==> src/rtl/imem_loader_pkg.sv <==
// Shared definitions for the boot-time imem loader: state encodings,
// frame marker default and frame field widths.
package imem_loader_pkg;

    typedef enum logic [2:0] {
        ST_IDLE = 3'd0,
        ST_LEN0 = 3'd1,
        ST_LEN1 = 3'd2,
        ST_DATA = 3'd3,
        ST_CSUM = 3'd4,
        ST_DONE = 3'd5,
        ST_ERR  = 3'd6
    } state_t;

    localparam logic [7:0] SYNC_BYTE_DEFAULT = 8'hA5;
    localparam int         BYTE_W            = 8;
    localparam int         WORD_W            = 32;
    localparam int         LEN_W             = 16;

endpackage

==> src/rtl/imem_loader_wpack.sv <==
// Packs accepted bytes into little-endian 32-bit words and keeps the running
// XOR of every byte seen since the last clear.
module imem_loader_wpack
    import imem_loader_pkg::*;
(
    input  logic              clk,
    input  logic              rst,
    input  logic              byte_en,
    input  logic [BYTE_W-1:0] byte_in,
    input  logic              clr,
    output logic [WORD_W-1:0] word_out,
    output logic              word_rdy,
    output logic [BYTE_W-1:0] xor_out,
    output logic [1:0]        byte_idx
);

    logic [23:0] shreg;

    // Bytes enter at the top and shift down, so the first byte lands in lane 0.
    always_ff @(posedge clk or negedge rst) begin
        if (!rst) begin
            shreg    <= '0;
            byte_idx <= '0;
            xor_out  <= '0;
            word_out <= '0;
            word_rdy <= 1'b0;
        end else begin
            word_rdy <= 1'b0;
            if (clr) begin
                shreg    <= '0;
                byte_idx <= '0;
                xor_out  <= '0;
            end else if (byte_en) begin
                xor_out  <= xor_out ^ byte_in;
                byte_idx <= byte_idx + 2'd1;
                if (byte_idx == 2'd3) begin
                    word_out <= {byte_in, shreg};
                    word_rdy <= 1'b1;
                    shreg    <= '0;
                end else begin
                    shreg <= {byte_in, shreg[23:8]};
                end
            end
        end
    end

endmodule

==> src/rtl/imem_loader.sv <==
// Boot loader: parses SYNC/LEN/DATA/CSUM frames from a byte stream, writes
// packed words into imem and holds the core in reset until the frame checks out.
module imem_loader
    import imem_loader_pkg::*;
#(
    parameter int         ADDR_WIDTH     = 12,
    parameter logic [7:0] SYNC_BYTE      = SYNC_BYTE_DEFAULT,
    parameter int         TIMEOUT_CYCLES = 65535
) (
    input  logic                  clk,
    input  logic                  rst,
    input  logic                  start,
    input  logic                  in_valid,
    input  logic [7:0]            in_data,
    output logic                  in_ready,
    output logic                  imem_we,
    output logic [ADDR_WIDTH-1:0] imem_addr,
    output logic [31:0]           imem_wdata,
    output logic                  core_rst_n,
    output logic                  done,
    output logic                  err,
    output logic [2:0]            dbg_state
);

    localparam int                TCNT_W    = $clog2(TIMEOUT_CYCLES + 1);
    localparam logic [TCNT_W-1:0] TCNT_LAST = TCNT_W'(TIMEOUT_CYCLES - 1);
    localparam logic [31:0]       MAX_WORDS = 32'(2 ** ADDR_WIDTH);

    // Handshake semantics: a byte transfers on a rising clk edge where
    // in_valid & in_ready are both high; in_ready comes from registered state only.
    state_t                state, state_n;
    logic                  hs, timed, tmo, last_word;
    logic [7:0]            len_lo;
    logic [LEN_W-1:0]      len_n, nwords;
    logic [ADDR_WIDTH-1:0] wcnt;
    logic [TCNT_W-1:0]     tcnt;
    logic                  byte_en, clr, word_rdy;
    logic [1:0]            byte_idx;
    logic [7:0]            xor_out;
    logic [31:0]           word_out;

    assign in_ready   = (state != ST_DONE);
    assign hs         = in_valid & in_ready;
    assign len_n      = {in_data, len_lo};
    assign timed      = (state == ST_LEN0) || (state == ST_LEN1) ||
                        (state == ST_DATA) || (state == ST_CSUM);
    assign tmo        = (tcnt == TCNT_LAST);
    assign last_word  = (LEN_W'(wcnt) == nwords - 16'd1);
    assign byte_en    = hs && (state == ST_DATA) && !start;
    assign clr        = start || (hs && (state == ST_LEN1));
    assign imem_we    = word_rdy;
    assign imem_wdata = word_out;
    assign imem_addr  = wcnt;
    assign done       = (state == ST_DONE);
    assign err        = (state == ST_ERR);
    assign dbg_state  = state;

    imem_loader_wpack u_wpack (
        .clk      (clk),
        .rst      (rst),
        .byte_en  (byte_en),
        .byte_in  (in_data),
        .clr      (clr),
        .word_out (word_out),
        .word_rdy (word_rdy),
        .xor_out  (xor_out),
        .byte_idx (byte_idx)
    );

    always_comb begin
        state_n = state;
        if (start) begin
            state_n = ST_IDLE;
        end else begin
            case (state)
                ST_IDLE: if (hs && in_data == SYNC_BYTE) state_n = ST_LEN0;
                ST_LEN0: begin
                    if (hs)       state_n = ST_LEN1;
                    else if (tmo) state_n = ST_ERR;
                end
                ST_LEN1: begin
                    if (hs) begin
                        if ({16'd0, len_n} > MAX_WORDS) state_n = ST_ERR;
                        else if (len_n == '0)           state_n = ST_CSUM;
                        else                            state_n = ST_DATA;
                    end else if (tmo) begin
                        state_n = ST_ERR;
                    end
                end
                ST_DATA: begin
                    if (hs) begin
                        if (byte_idx == 2'd3 && last_word) state_n = ST_CSUM;
                    end else if (tmo) begin
                        state_n = ST_ERR;
                    end
                end
                ST_CSUM: begin
                    if (hs)       state_n = (in_data == xor_out) ? ST_DONE : ST_ERR;
                    else if (tmo) state_n = ST_ERR;
                end
                ST_DONE: state_n = ST_DONE;
                ST_ERR:  if (hs && in_data == SYNC_BYTE) state_n = ST_LEN0;
                default: state_n = ST_IDLE;
            endcase
        end
    end

    // The core is released one cycle after DONE is reached.
    always_ff @(posedge clk or negedge rst) begin
        if (!rst) begin
            state      <= ST_IDLE;
            len_lo     <= '0;
            nwords     <= '0;
            wcnt       <= '0;
            tcnt       <= '0;
            core_rst_n <= 1'b0;
        end else begin
            state      <= state_n;
            core_rst_n <= !start && (state == ST_DONE);
            if (start) begin
                len_lo <= '0;
                nwords <= '0;
                wcnt   <= '0;
                tcnt   <= '0;
            end else begin
                if (hs && state == ST_LEN0) len_lo <= in_data;
                if (hs && state == ST_LEN1) begin
                    nwords <= len_n;
                    wcnt   <= '0;
                end else if (word_rdy) begin
                    wcnt <= wcnt + 1'b1;
                end
                if (hs || !timed) tcnt <= '0;
                else              tcnt <= tcnt + 1'b1;
            end
        end
    end

endmodule

==> config.mk <==
export PLATFORM = sky130hd
export DESIGN_NAME = imem_loader
export DESIGN_NICKNAME = d
export VERILOG_FILES = /design/src/rtl/imem_loader_pkg.sv /design/src/rtl/imem_loader_wpack.sv /design/src/rtl/imem_loader.sv
export SDC_FILE = /design/constraint.sdc
export NUM_CORES = 1
export LEC_CHECK = 0
export CORE_MARGIN = 2
export CORE_UTILIZATION = 51
export CTS_CLUSTER_DIAMETER = 150
export DETAILED_ROUTE_END_ITERATION = 10
export PLACE_DENSITY = 0.8
export SLEW_MARGIN = 20
export SYNTH_ARGS = -nofsm -noshare
export SYNTH_HDL_FRONTEND = slang
export SYNTH_SLANG_ARGS = --single-unit
==> constraint.sdc <==
create_clock -name clk -period 2.25 [get_ports clk]
set_input_delay 0.45 -clock clk [delete_from_list [all_inputs] [get_ports clk]]
set_output_delay 0.45 -clock clk [all_outputs]
set_load 0.02 [all_outputs]
After elaboration in Yosys (flattened, before gate mapping)

Index checks and enable logic that the tools add are counted.

Reduce and logical (&&, ||, !) cells: 23
Equality and inequality tests: 14
Mux-type cells: 31
Order comparisons: 1
Bitwise operators: 3
Add/sub/neg operators: 4

Operators with widths:

| cell                                                  | number |
|---|---|
| two-way mux 24 bit                                    | 3 |
| two-way mux 16 bit                                    | 4 |
| two-way mux 12 bit                                    | 3 |
| two-way mux 8 bit                                     | 4 |
| two-way mux 3 bit                                     | 10 |
| case mux 3 bit (6 select lines)                       | 1 |
| adder 16 x 1 -> 16 bit (second input constant)        | 1 |
| equality test 12 x 16 -> 1 bit                        | 1 |
| equality test 16 bit (second input constant)          | 1 |
| > comparator 16 x 13 -> 1 bit (second input constant) | 1 |
| zero test 16 bit                                      | 1 |
| subtractor 16 x 1 -> 16 bit (second input constant)   | 1 |
| adder 12 x 1 -> 12 bit (second input constant)        | 1 |
| equality test 3 bit (second input constant)           | 3 |
| equality test 8 bit                                   | 1 |
| equality test 8 bit (second input constant)           | 1 |
| XOR 8 bit                                             | 1 |
| logical AND 1 bit                                     | 7 |
| equality test 3 x 2 -> 1 bit (second input constant)  | 2 |
| two-way mux 2 bit                                     | 3 |
| nonzero test 2 bit                                    | 3 |
| logical OR 1 bit                                      | 5 |
| != test 4 x 3 -> 1 bit (second input constant)        | 1 |
| equality test 3 x 1 -> 1 bit (second input constant)  | 1 |
| other kinds (13)                                      | 16 |

Register bits: 123
Output and inout port bits: 52
Word-level logic and storage cells: 87
Bits of input ports: 12

Logic depth before layout (Yosys ltp)

Gate-level depths: netlist (run 1).

Depth after elaboration: 8
Gate-level depth with buffers: 9
Depth with buffers taken out: 9

Cells and area by module

From an unflattened synthesis (run 1), not the netlist that was laid out.

Cells, all modules: 598
Area, all modules: 6279.8 µm²

Modules (own cells, without submodules):

| module            | seq. area each (µm²) | times used | area each (µm²) | cells an instance |
|---|---|---|---|---|
| imem_loader       | 1401.3               | 1          | 3335.7          | 379 |
| imem_loader_wpack | 1676.6               | 1          | 2944.1          | 219 |

Least setup slack after synthesis (run 1)

No wires, ideal clock.

Kind: register to register
From: reg nwords[0]
To: reg state[0], in the netlist dbg_state[0]
Arrival time: 1.999 ns
Path slack: 0.116 ns
Setup time: 0.135 ns
Buffers on the path: 0
Stages on the path, launching flop included: 9
Data required time: 2.115 ns
Path through: dfrtp_1 > inv_1 > ha_1 > or4b_4 > o41ai_1 > nor3_1 > nor4_2 > a31o_1 > o31ai_1

Cells in the longest elaborated chain, start to end: 5

Ends and longest elaborated chain:

| element                          | RTL line           | RTL |
|---|---|---|
| from (decl)                      | imem_loader.sv:34  | `logic [LEN_W-1:0] len_n, nwords;` |
| from (signal assigned)           | imem_loader.sv:128 | `nwords <= len_n;` |
| subtractor 16 x 1 -> 16 bit      | imem_loader.sv:48  | `assign last_word = (LEN_W'(wcnt) == nwords - 16'd1);` |
| equality test 12 x 16 -> 1 bit   | imem_loader.sv:48  |  |
| logical AND 1 bit                | imem_loader.sv:92  | `if (byte_idx == 2'd3 && last_word) state_n = ST_CSUM;` |
| != test 4 x 3 -> 1 bit (no line) | n/a                |  |
| AND reduction 2 bit (no line)    | n/a                |  |
| to (signal assigned)             | imem_loader.sv:118 | `state <= state_n;` |
| to (decl)                        | imem_loader.sv:31  | `state_t state, state_n;` |

Every way passes these cells.
A chain may end at the register's enable or synchronous reset.

Worst setup path after layout (run 1)

Ends and elaborated chain as after synthesis.

==> results of run 1 <==
metrics by stage:
step	hold WS, ps	cell area (µm²)
final	93.3	7560
after global routing	194	7560
after CTS	151	7500
after detailed placement	482	6860
after global placement	470	6860
after floorplan	154	5830
worst register-to-register path, stage by stage, from the launching register on:
cell     delay, ps
dfrtp_1        390
inv_2           80
ha_4           130
or4b_4         510
nor4_2         140
and4b_1        230
nor3_2          50
nor4_2         130
a31o_1         290
o31ai_1        110
kinds of logic after synthesis:
logic type,count (synthesis),synth area share (%)
AND/OR/NAND/NOR,211,17.6
XOR/XNOR,55,8.26
multiplexers,38,7.32
AO/OA/AOI/OAI,82,9.34
adder cells (fa/ha/maj),5,1.07
flip-flops,123,52.8
buffers and inverters,44,3.65
power by group:
part / internal (mW) / switching, mW
logic: 0.386 / 0.528
clock network: 1.88 / 0.948
registers: 2.29 / 0.113
total: 4.55 / 1.59
metal layers:
metal,vias up,wire length (µm),share of wire [%]
li1,2122,-,-
met4,0,272,2.0
met5,-,0,0
met2,107,6740,50
met3,25,522,3.8
met1,2274,6060,45
registers in the layout (all words and copies together) (netlist names), 3 cells and up:
signal            cells
len_lo                8
dbg_state             3
nwords               16
u_wpack.word_out     32
imem_addr            12
u_wpack.shreg        24
tcnt                 16
u_wpack.xor_out       8
cell usage in the layout (no fill, tap or decap), drive strengths merged, types with 9 or more instances in the layout:
master         synthesis  routed
nand2                 76      76
mux2                  34      34
nor4                   9       9
inv                    9       9
clkdlybuf4s50          0      59
dfrtp                123     123
buf                   10      47
xor2                  35      35
xnor2                 20      20
o21ai                  9       9
nor2                  58      58
nor3                  11      11
clkbuf                25      25
nand4                 10      10
nand3                 12      12
a22o                  24      24
a21oi                 32      32
final timing paths:
path                                     startpoint             endpoint  cells after the start
worst max-delay path                      nwords[0]         dbg_state[0]                      9
worst min-delay path                            rst         imem_addr[9]                      2
worst max register to register            nwords[0]         dbg_state[0]                      9
worst min register to register  u_wpack.word_out[4]  u_wpack.word_out[4]                      1
max in group asynchronous                       rst         dbg_state[2]                      2
min in group clk                u_wpack.word_out[4]  u_wpack.word_out[4]                      1
final cells by class:
cell class / count / area [µm²] / area share (%)
flip-flops and latches: 123 / 3080 / 40.7
multi-input cells: 391 / 2630 / 34.8
repair buffers: 109 / 1020 / 13.5
clock buffers: 25 / 505 / 6.68
well taps: 143 / 179 / 2.37
clock inverters: 5 / 108 / 1.42
inverters: 9 / 33.8 / 0.447
repair_timing:
| action | CTS | global route |
|---|---|---|
| pin swaps | 6 | 7 |
| gates resized for setup | 10 | 12 |
| setup endpoints to repair | 6 | 4 |
==> results_dict.tcl, run 1 <==
set metrics [dict create \
    outcome "finished, final reports clean" \
    grt_max_degree 124 \
    netlist.area_leader.share_pct 52.8 \
    r2r_slack_ps 70 \
    power_density_mw_per_mm2 812 \
    cp-start-kind "register" \
    synth_top_area_cell "dfrtp_1" \
    rows 39 \
    synth_top_cells_by_area "dfrtp_1 53%, xor2_1 5.3%, nand2_1 4.8%" \
    cpMaxStageDelayCell "or4b_4" \
    num_io_pins 64 \
    rsz0062_at_grt "true" \
    crit_path_frequent_cell "nor4_2" \
    cap_violations 0 \
    io_buffers 63 \
    criticalPathCategory "register to register" \
    yosysMostFrequentCell "dfrtp_1" \
    die_area_mm2 0.0123 \
    async_reset_ff_share_pct 100 \
    dieHeight_um 111 \
    max-vdd-ir-drop_uv 663 \
    clk_latency_ps 420 \
    cts_tree "built" \
    grtUsageMet1_pct 30.7 \
    final_nets 668 \
    cp_max_fo 4 \
    hpwl_um 9100 \
    grt-busiest-layer "met2" \
    area_growth_pct 29.7 \
    dr_total_vias 4528 \
    synth_flop_cell "dfrtp_1" \
    wl_per_cell_um 16.9 \
    final_layout_size_suffix_gt1_share_pct 17.2 \
    clockBufferDepth 2 \
    drv_slew 0 \
    arrival_ps 2470 \
    gr-usage-met2_pct 37.4 \
    overflow 0 \
    synth_seq_cells 123 \
    htreeDepth 4 \
    synth.net_count 575 \
    required_ps 2540 \
    cts_root_buffer "clkbuf_16" \
    place_ws_ps -61.2 \
    synthCells 558 \
    max_slew_margin_pct 55.3 \
    cts.sinks 123 \
    path_buf_inv 1 \
    setup_tns_ps 0 \
    cts_buffers 17 \
    avgSynthCellArea_um2 10.4 \
    core_area_mm2 0.0113 \
    grt_pass1_wl_um 22600 \
    max_freq_mhz 459 \
    hold_viol 0 \
    place.gp.congestion 0.863 \
    ys_warn_count 0 \
    drc 0 \
    cp-end-kind "register" \
    antenna_found_initial 0 \
    initial_utilization_pct 51.7 \
    tightest_slew_ps 670 \
    instances_no_fill 805 \
    dp_cells 775 \
    final_core_util_pct 67.1 \
    yosysSeqAreaShare_pct 52.8 \
    total_power_mw 6.14 \
    cts_hold_buf 0 \
    synth_edf_count 0 \
    leakagePower_nw 3.48 \
    die_x_um 111 \
    hp-class "input port to asynchronous set/reset pin" \
    setup_viol 0 \
    fin_crit_ps 2180 \
    path_clk_slew_ps 50 \
    grt_pass1_vias 4479 \
    n_fill_cell 855 \
    min_period_over_period_pct 96.8 \
    drt_iter0_drc 277 \
    drtAntennaViolNets 0 \
    drt-total-wl_um 13600 \
    cp_cell_sequence "inv_2, ha_4, or4b_4, nor4_2, and4b_1, nor3_2, nor4_2, a31o_1, o31ai_1" \
    synthTopCellsByCount "123 x dfrtp_1, 75 x nand2_1, 58 x nor2_1, 35 x xor2_1, 32 x a21oi_1" \
    synth_area_mm2 0.00583 \
    grt.total_usage_pct 23.2 \
    dr.pass1.iters 5 \
    post_cts.repair.setup_buffers 0 \
    cp_top_family "simple AND/OR/NAND/NOR gates" \
    synth_cell_types 59 \
    max_stage_delay_ps 510 \
    setup_ws_ps 72.8 \
    diodes 0 \
    via_per_inst 5.62 \
    grtUsageMet3_pct 5.19 \
    fin_skew_ps 5.95 \
]
Note: power is estimated with default switching activity, not from simulation.
==> inputs of run 2 (changes only) <==
--- a/config.mk
+++ b/config.mk
@@ -7,9 +7,10 @@
 export LEC_CHECK = 0
 export CORE_MARGIN = 2
 export CORE_UTILIZATION = 51
-export CTS_CLUSTER_DIAMETER = 150
+export CTS_CLUSTER_DIAMETER = 100
 export DETAILED_ROUTE_END_ITERATION = 10
-export PLACE_DENSITY = 0.8
+export PLACE_DENSITY = 0.85
+export SETUP_SLACK_MARGIN = 0.3
 export SLEW_MARGIN = 20
 export SYNTH_ARGS = -nofsm -noshare
 export SYNTH_HDL_FRONTEND = slang
==> results_dict.tcl, run 2 (synthesis gave the netlist of run 1 again) <==
set metrics [dict create \
    hold_ws_ps -1.81 \
    die_x_um 111 \
    htreeDepth 4 \
    top_register "u_wpack.word_out" \
    hold_viol 2 \
    initial_utilization_pct 51.7 \
    grt_pass1_wl_um 24000 \
    cp-start-kind "register" \
    violations "hold timing, setup timing" \
    rows 39 \
    antenna_found_initial 0 \
    max_slew_margin_pct 66.5 \
    cp_max_fo 4 \
    area_growth_pct 35.1 \
    endpoint "dbg_state[2]" \
    overflow 0 \
    cts_buffers 17 \
    final_core_util_pct 69.9 \
    die_area_mm2 0.0123 \
    setup_viol 3 \
    diodes 0 \
    core_area_mm2 0.0113 \
    max-vdd-ir-drop_uv 817 \
    drtAntennaViolNets 0 \
    dr.pass1.iters 5 \
    largest_reg_flops 32 \
    drt-total-wl_um 17300 \
    tightest_slew_ps 503 \
    place.gp.congestion 0.852 \
    max_freq_mhz 433 \
    cpMaxStageDelayCell "or4b_4" \
    r2r.worst_path.cells 9 \
    cts_hold_buf 0 \
    startpoint "nwords[1]" \
    reg2reg_to "dbg_state[2]" \
    r2r_slack_ps -60 \
    max_stage_delay_ps 500 \
    hpwl_um 9520 \
    leakagePower_nw 3.64 \
    outcome "complete, but fails checks" \
    drt_iter0_drc 573 \
    fin_crit_ps 2310 \
    clk_latency_ps 420 \
    final_nets 680 \
    grt_max_degree 43 \
    setup_ws_ps -60.2 \
    cts_tree "built" \
    grt_pass1_vias 4821 \
    r2r-start "nwords[1]" \
    dp_cells 770 \
    reg_top3 "u_wpack.word_out (32), u_wpack.shreg (24)" \
    dr_total_vias 4963 \
    wl_per_cell_um 21.1 \
    instances_no_fill 819 \
    min_period_over_period_pct 103 \
    drv_slew 0 \
    final_common_cell "dfrtp_1" \
    grt.total_usage_pct 24.4 \
    final_layout_size_suffix_gt1_share_pct 22.5 \
    hp-class "input port to asynchronous set/reset pin" \
    num_io_pins 64 \
    mostFrequentLayoutCells "121 x dfrtp_1, 74 x nand2_1, 55 x nor2_1, 45 x clkdlybuf4s50_1, 44 x buf_4" \
    rsz0062_at_grt "true" \
    path_clk_slew_ps 50 \
    cap_violations 0 \
    io_buffers 63 \
    criticalPathCategory "register to register" \
    cts.sinks 123 \
    cp_cell_sequence "inv_1, ha_2, or4b_4, o21ai_0, a21oi_1, nor3_1, nor4_2, a31o_2, o2bb2ai_2" \
    via_per_inst 6.06 \
    required_ps 2540 \
    power_density_mw_per_mm2 810 \
    setup_tns_ps -123 \
    dieHeight_um 111 \
    arrival_ps 2600 \
    fin_skew_ps 8.96 \
    cts_root_buffer "clkbuf_16" \
    drc 0 \
    cp-end-kind "register" \
    clockBufferDepth 2 \
]
-- run 2: cell count changes in the layout (fill, tap and decap cells not counted), moves of 4 or more --
cell | previous run | this run
clkdlybuf4s50_1 | 59 | 45
clkinv_2 | 0 | 4
dlygate4sd2_1 | 2 | 12
mux2_1 | 19 | 1
mux2_2 | 14 | 0
mux2_4 | 1 | 33
clkbuf_16 | 17 | 22
-- run 2: worst min path at each step --
stage,endpoint,start
after floorplan,core_rst_n,rst
after global placement,tcnt[3],rst
after detailed placement,tcnt[2],rst
after CTS,tcnt[2],rst
after global routing,tcnt[2],rst
final,tcnt[2],rst
-- run 2: power breakdown --
part	switching [mW]	internal (mW)
clock network	1.01	1.80
registers	0.111	2.29
logic	0.671	0.503
total	1.79	4.59
-- run 2: worst max-delay path, delay by kind of cell, from the launching register on --
kind | cells | cell delay, ps
AND/OR/NAND/NOR | 3 | 800
AO/OA/AOI/OAI | 4 | 730
adder cells (fa/ha/maj) | 1 | 180
buffers and inverters | 1 | 80
flip-flops | 1 | 400
-- run 2: cell type report --
| type | count | area [µm²] |
|---|---|---|
| fillers | 689 | 3400 |
| flip-flops and latches | 123 | 3080 |
| multi-input cells | 391 | 2750 |
| repair buffers | 121 | 1230 |
| clock buffers | 21 | 460 |
| well taps | 143 | 179 |
| clock inverters | 11 | 143 |
| inverters | 9 | 41.3 |
-- run 2: what timing repair did --
action,CTS,global route
pin swaps,2,25
setup buffers,2,8
gates cloned,0,7
gates resized for setup,26,56
setup endpoints to repair,19,87
-- run 2: stage by stage --
step                      area [µm²]  hold WS (ps)  setup WS (ps)  total power [mW]
after global placement          6830           435          -50.9              3.29
after floorplan                 5850           154            139              2.98
after global routing            7880          29.8           -148              6.57
final                           7880         -1.81          -60.2              6.38
after detailed placement        6830           437           -190              3.32
after CTS                       7460          6.85           17.9              6.13
-- run 2: layer usage --
| metal | vias to the layer above | GRT usage [%] | share of wire (%) |
|---|---|---|---|
| met5 | - | 0 | 0 |
| met4 | 0 | 10.2 | 2.9 |
| met3 | 55 | 5.47 | 7.2 |
| met2 | 257 | 40.3 | 51 |
| met1 | 2508 | 31.3 | 39 |
| li1 | 2143 | - | - |
